<file path="src/rtl/led_arbiter_if.sv">
// led_arbiter_if: request/data/grant bundle shared by LED requesters and led_arbiter.
// master = requester side, slave = arbiter side.
interface led_arbiter_if #(
  parameter int NREQ = 4
);
  logic [NREQ-1:0]   req;
  logic [8*NREQ-1:0] data;
  logic [NREQ-1:0]   grant;
  logic              busy;
  logic [7:0]        leds;

  modport master (
    output req,
    output data,
    input  grant,
    input  busy,
    input  leds
  );

  modport slave (
    input  req,
    input  data,
    output grant,
    output busy,
    output leds
  );
endinterface

</file>
<file path="src/rtl/led_arbiter.sv">
// led_arbiter: round-robin ownership of a shared 8-bit LED bank, one IDLE cycle between grants.
// Optional preemption after MAX_HOLD owned cycles is enabled by defining LED_ARBITER_PREEMPT_EN.
module led_arbiter #(
  parameter int         NREQ     = 4,
  parameter int         MAX_HOLD = 8,
  parameter logic [7:0] IDLE_PAT = 8'b10101010
) (
  input  logic         clock,
  input  logic         resetn,
  led_arbiter_if.slave arb_io
);
  localparam int PTR_W = (NREQ > 1) ? $clog2(NREQ) : 1;
  localparam logic [PTR_W-1:0] LAST_IDX = PTR_W'(NREQ - 1);

  if (NREQ < 2 || NREQ > 8 || MAX_HOLD < 2) begin : g_paramCheck
    $error("led_arbiter: NREQ must be 2..8 and MAX_HOLD must be >= 2");
  end

  typedef enum logic {IDLE = 1'b0, OWNED = 1'b1} state_e;

  state_e                  state_q, state_d;
  logic [NREQ-1:0]         grant_q, grant_d;
  logic                    busy_q, busy_d;
  logic [7:0]              leds_q, leds_d;
  logic [PTR_W-1:0]        ptr_q, ptr_d;
  logic [PTR_W-1:0]        owner_q, owner_d;
  logic [PTR_W-1:0]        pick, idx;
  logic                    found;
  logic                    releaseNow;
  logic                    preemptNow;
  logic [NREQ-1:0][7:0]    dataVec;

  assign dataVec = arb_io.data;

`ifdef LED_ARBITER_PREEMPT_EN
  localparam int HOLD_W = $clog2(MAX_HOLD + 1);
  localparam logic [HOLD_W-1:0] HOLD_MAX = HOLD_W'(MAX_HOLD);

  logic [HOLD_W-1:0] hold_q, hold_d;

  assign preemptNow = (hold_q == HOLD_MAX) && (|(arb_io.req & ~grant_q));
`else
  assign preemptNow = 1'b0;
`endif

  // First active request at or after ptr, wrapping around.
  always_comb begin : search
    found = 1'b0;
    pick  = '0;
    idx   = '0;
    for (int k = 0; k < NREQ; k++) begin
      idx = PTR_W'((int'(ptr_q) + k) % NREQ);
      if (!found && arb_io.req[idx]) begin
        found = 1'b1;
        pick  = idx;
      end
    end
  end

  always_comb begin : nextState
    state_d    = state_q;
    grant_d    = grant_q;
    leds_d     = leds_q;
    ptr_d      = ptr_q;
    owner_d    = owner_q;
    releaseNow = 1'b0;
`ifdef LED_ARBITER_PREEMPT_EN
    hold_d     = hold_q;
`endif
    case (state_q)
      IDLE: begin
        if (found) begin
          state_d = OWNED;
          grant_d = NREQ'(1) << pick;
          owner_d = pick;
`ifdef LED_ARBITER_PREEMPT_EN
          hold_d  = '0;
`endif
        end
      end
      OWNED: begin
        // A releasing or preempted owner's data is no longer trusted, so leds hold.
        releaseNow = !arb_io.req[owner_q] || preemptNow;
        if (releaseNow) begin
          state_d = IDLE;
          grant_d = '0;
          ptr_d   = (owner_q == LAST_IDX) ? '0 : owner_q + 1'b1;
        end else begin
          leds_d = dataVec[owner_q];
`ifdef LED_ARBITER_PREEMPT_EN
          if (hold_q != HOLD_MAX) begin
            hold_d = hold_q + 1'b1;
          end
`endif
        end
      end
      default: begin
        state_d = IDLE;
        grant_d = '0;
      end
    endcase
    busy_d = |grant_d;
  end

  always_ff @(posedge clock or negedge resetn) begin
    if (!resetn) begin
      state_q <= IDLE;
      grant_q <= '0;
      busy_q  <= 1'b0;
      leds_q  <= IDLE_PAT;
      ptr_q   <= '0;
      owner_q <= '0;
`ifdef LED_ARBITER_PREEMPT_EN
      hold_q  <= '0;
`endif
    end else begin
      state_q <= state_d;
      grant_q <= grant_d;
      busy_q  <= busy_d;
      leds_q  <= leds_d;
      ptr_q   <= ptr_d;
      owner_q <= owner_d;
`ifdef LED_ARBITER_PREEMPT_EN
      hold_q  <= hold_d;
`endif
    end
  end

  assign arb_io.grant = grant_q;
  assign arb_io.busy  = busy_q;
  assign arb_io.leds  = leds_q;
endmodule

</file>
<file path="src/flat_wrapper.sv">
// flat-port wrapper written by rule: the top's interface ports become plain ports
module led_arbiter_flat 
#(
  parameter int         NREQ     = 4,
  parameter int         MAX_HOLD = 8,
  parameter logic [7:0] IDLE_PAT = 8'b10101010
)
  (clock, resetn, arb_io_req, arb_io_data, arb_io_grant, arb_io_busy, arb_io_leds);
  led_arbiter_if #(.NREQ(NREQ)) arb_io_i ();
  input  logic clock;
  input  logic resetn;
  input wire logic [$bits(arb_io_i.req)-1:0] arb_io_req;
  input wire logic [$bits(arb_io_i.data)-1:0] arb_io_data;
  output wire logic [$bits(arb_io_i.grant)-1:0] arb_io_grant;
  output wire logic [$bits(arb_io_i.busy)-1:0] arb_io_busy;
  output wire logic [$bits(arb_io_i.leds)-1:0] arb_io_leds;
  assign arb_io_i.req = arb_io_req;
  assign arb_io_i.data = arb_io_data;
  assign arb_io_grant = arb_io_i.grant;
  assign arb_io_busy = arb_io_i.busy;
  assign arb_io_leds = arb_io_i.leds;
  led_arbiter #(.NREQ(NREQ), .MAX_HOLD(MAX_HOLD), .IDLE_PAT(IDLE_PAT)) u_core (.clock(clock), .resetn(resetn), .arb_io(arb_io_i));
endmodule
</file>
<file path="config.mk">
export PLATFORM = sky130hd
export DESIGN_NAME = led_arbiter_flat
export DESIGN_NICKNAME = d
export VERILOG_FILES = /design/src/rtl/led_arbiter_if.sv /design/src/rtl/led_arbiter.sv /design/src/flat_wrapper.sv
export SDC_FILE = /design/constraint.sdc
export NUM_CORES = 1
export LEC_CHECK = 0
export ABC_CLOCK_PERIOD_IN_PS = 3700
export CORE_MARGIN = 4
export CORE_UTILIZATION = 42
export DETAILED_ROUTE_END_ITERATION = 10
export GPL_ROUTABILITY_DRIVEN = 0
export GPL_TIMING_DRIVEN = 0
export PLACE_DENSITY = 0.91
export SLEW_MARGIN = 0
export SYNTH_ARGS = -nofsm -noshare
export SYNTH_HDL_FRONTEND = slang
export SYNTH_SLANG_ARGS = --single-unit
</file>
<file path="constraint.sdc">
create_clock -name clock -period 3.7 [get_ports clock]
set_input_delay 0.37 -clock clock [delete_from_list [all_inputs] [get_ports clock]]
set_output_delay 0.37 -clock clock [all_outputs]
set_load 0.05 [all_outputs]
</file>
==> results_dict.tcl <==
set metrics [dict create \
    hold_buffers 0 \
    path_cells "clkdlybuf4s50_1" \
    synth_top_cell_by_area "dfrtp_1" \
    firstDrtPassIters 4 \
    end_kind "output port" \
    hold_viol 0 \
    power.density_nw_per_um2 879 \
    cts_buffers 3 \
    cts_tree "yes" \
    synth.most_common_cell "dfrtp_1" \
    yosysSeqAreaShare 0.453 \
    grt_max_degree 19 \
    cp_top_family "buffers and inverters" \
    routed_wl_um 2610 \
    syn_area_um2 1000 \
    yosysUniqueCellTypes 26 \
    avgRoutedWirePerCell_um 16.7 \
    path_buf_inv 1 \
    overflow 0 \
    yosys-top-cells-area "dfrtp_1 (35%), mux4_2 (20%), mux2_2 (11%)" \
    root_buffer "clkbuf_4" \
    ant_nets 0 \
    rows 17 \
    antenna_cells 0 \
    grt_pass1_wl_um 4070 \
    num_io_pins 51 \
    reg2reg_depth 4 \
    cts_resized 0 \
    critPathMaxFanout 2 \
    rsz0062_at_grt "no" \
    vias 869 \
    cts_setup_buffers 0 \
    crit_slowest_cell "clkdlybuf4s50_1" \
    cts_htree_levels 1 \
    timing.slew.headroom 0.456 \
    max-vdd-ir-drop_mv 0.528 \
    synth_common_cells "dfrtp_1 (14), mux2_2 (10), mux4_2 (9)" \
    period_needed_ns 2.01 \
    rr_startpoint "u_core.owner_q[1]" \
    setup_violations 0 \
    antenna_found_initial 0 \
    place_hpwl_um 2130 \
    track_usage 0.164 \
    drv_cap 0 \
    insertion_delay_ns 0.30 \
    io_buffers 50 \
    cp_data_required_time_ns 3.33 \
    cp.arrival_ns 1.64 \
    leakage_nw 0.616 \
    multi_input_area_um2 523 \
    synth_cells 74 \
    async_flop_share 1.00 \
    seqCellArea_um2 455 \
    r2r_slack_ns 1.95 \
    dieArea_um2 3240 \
    tns_ns 0 \
    cpPeakStageDelay_ns 0.80 \
    tightestPinTransition_ns 0.814 \
    placeableCoreArea_um2 2250 \
    drv_slew 0 \
    fill_cells 176 \
    fmax_mhz 497 \
    drt-initial-drc-count 20 \
    clk_pin_slew_ns 0.11 \
    cp.depth 1 \
    rr_endpoint "u_core.arb_io.leds[6]" \
    status "completed" \
    ys_warn_count 0 \
    grt_pass1_vias 928 \
    skew_ns 0.0124 \
    nets 168 \
    drc_errors 0 \
    cts_num_sinks 18 \
    final_core_util 0.695 \
    synth-main-ff-cell "dfrtp_1" \
    setup.worst_path.class "register to output port" \
    final_layout_size_suffix_gt1_frac 0.242 \
    synth_edf_count 0 \
    routed_via_density 5.57 \
    synth-seq-cells 18 \
    start_util 0.446 \
    synth_nets 113 \
    die_w_um 56.9 \
    area_growth_pct 55.9 \
    hold_path.class "input port to asynchronous set/reset pin" \
    synth_top_area_share 0.349 \
    fin_crit_sh 0.544 \
    holdWs_ns 0.518 \
    die_h_um 56.9 \
    syn-mean-instance-area_um2 13.6 \
    cts_buffer_depth 2 \
    critPathLaunchType "register" \
]
==> per-stage QoR <==
stage	cells	setup WS [ns]	instance area [um2]	power [mW]
finish	156	1.69	1570	1.38
global route	156	1.65	1570	1.46
CTS	156	1.68	1570	1.39
detailed placement	152	1.54	1540	1.29
global placement	152	1.60	1540	1.25
floorplan	74	2.16	1000	1.01
==> layout make-up <==
type	count	share of cell area
multi-input combinational	50	0.334
timing repair buffer	50	0.319
sequential	18	0.291
tap	28	0.0224
clock buffer	4	0.0168
buffer	4	0.0120
inverter	2	0.00479
==> logic make-up after synthesis <==
group                    synth area share
AND/OR/NAND/NOR                    0.0523
AO/OA/AOI/OAI                       0.117
flip-flops                          0.453
multiplexers                        0.339
adder cells (fa/ha/maj)            0.0125
buffers and inverters              0.0261
==> cells in the final DEF, fill, tap and decap left out, drive strengths merged, types with 2 or more instances in the layout <==
cell type       n
a21oi           3
a32o            2
buf             2
clkbuf          6
clkdlybuf4s50  50
dfrtp          14
dfstp           4
inv             2
mux2           11
mux4            9
nand2           5
nor2            3
nor4            2
o21ai           4
o31ai           2
==> registers in the layout, indices dropped and copies added (netlist names) <==
register,flops
u_core.owner_q,2
u_core.arb_io.busy,1
u_core.arb_io.grant,4
u_core.state_q,1
u_core.ptr_q,2
u_core.arb_io.leds,8
==> per-layer routing <==
layer	share of wire	GRT usage	routed length (um)	vias up
met4	0.030	0.0960	77	0
li1	-	-	-	402
met3	0.049	0.0253	129	9
met5	0	0	0	-
met2	0.56	0.310	1470	33
met1	0.36	0.167	927	425
==> where the power goes <==
| part | switching [mW] | internal (mW) |
|---|---|---|
| Combinational | 0.504 | 0.394 |
| Clock | 0.0639 | 0.0421 |
| Sequential | 0.0589 | 0.314 |
| Total | 0.627 | 0.751 |
==> how the worst max path moves through the flow <==
stage                          startpoint                     to  slack (ns)
CTS                 u_core.arb_io.leds[5]         arb_io_leds[5]        1.68
global placement            arb_io_req[3]  u_core.arb_io.leds[6]        1.60
detailed placement          arb_io_req[3]  u_core.arb_io.leds[6]        1.54
finish              u_core.arb_io.leds[3]         arb_io_leds[3]        1.69
floorplan               u_core.owner_q[0]  u_core.arb_io.leds[0]        2.16
global route        u_core.arb_io.leds[5]         arb_io_leds[5]        1.65
No activity file was read; power rests on OpenSTA's default activity.
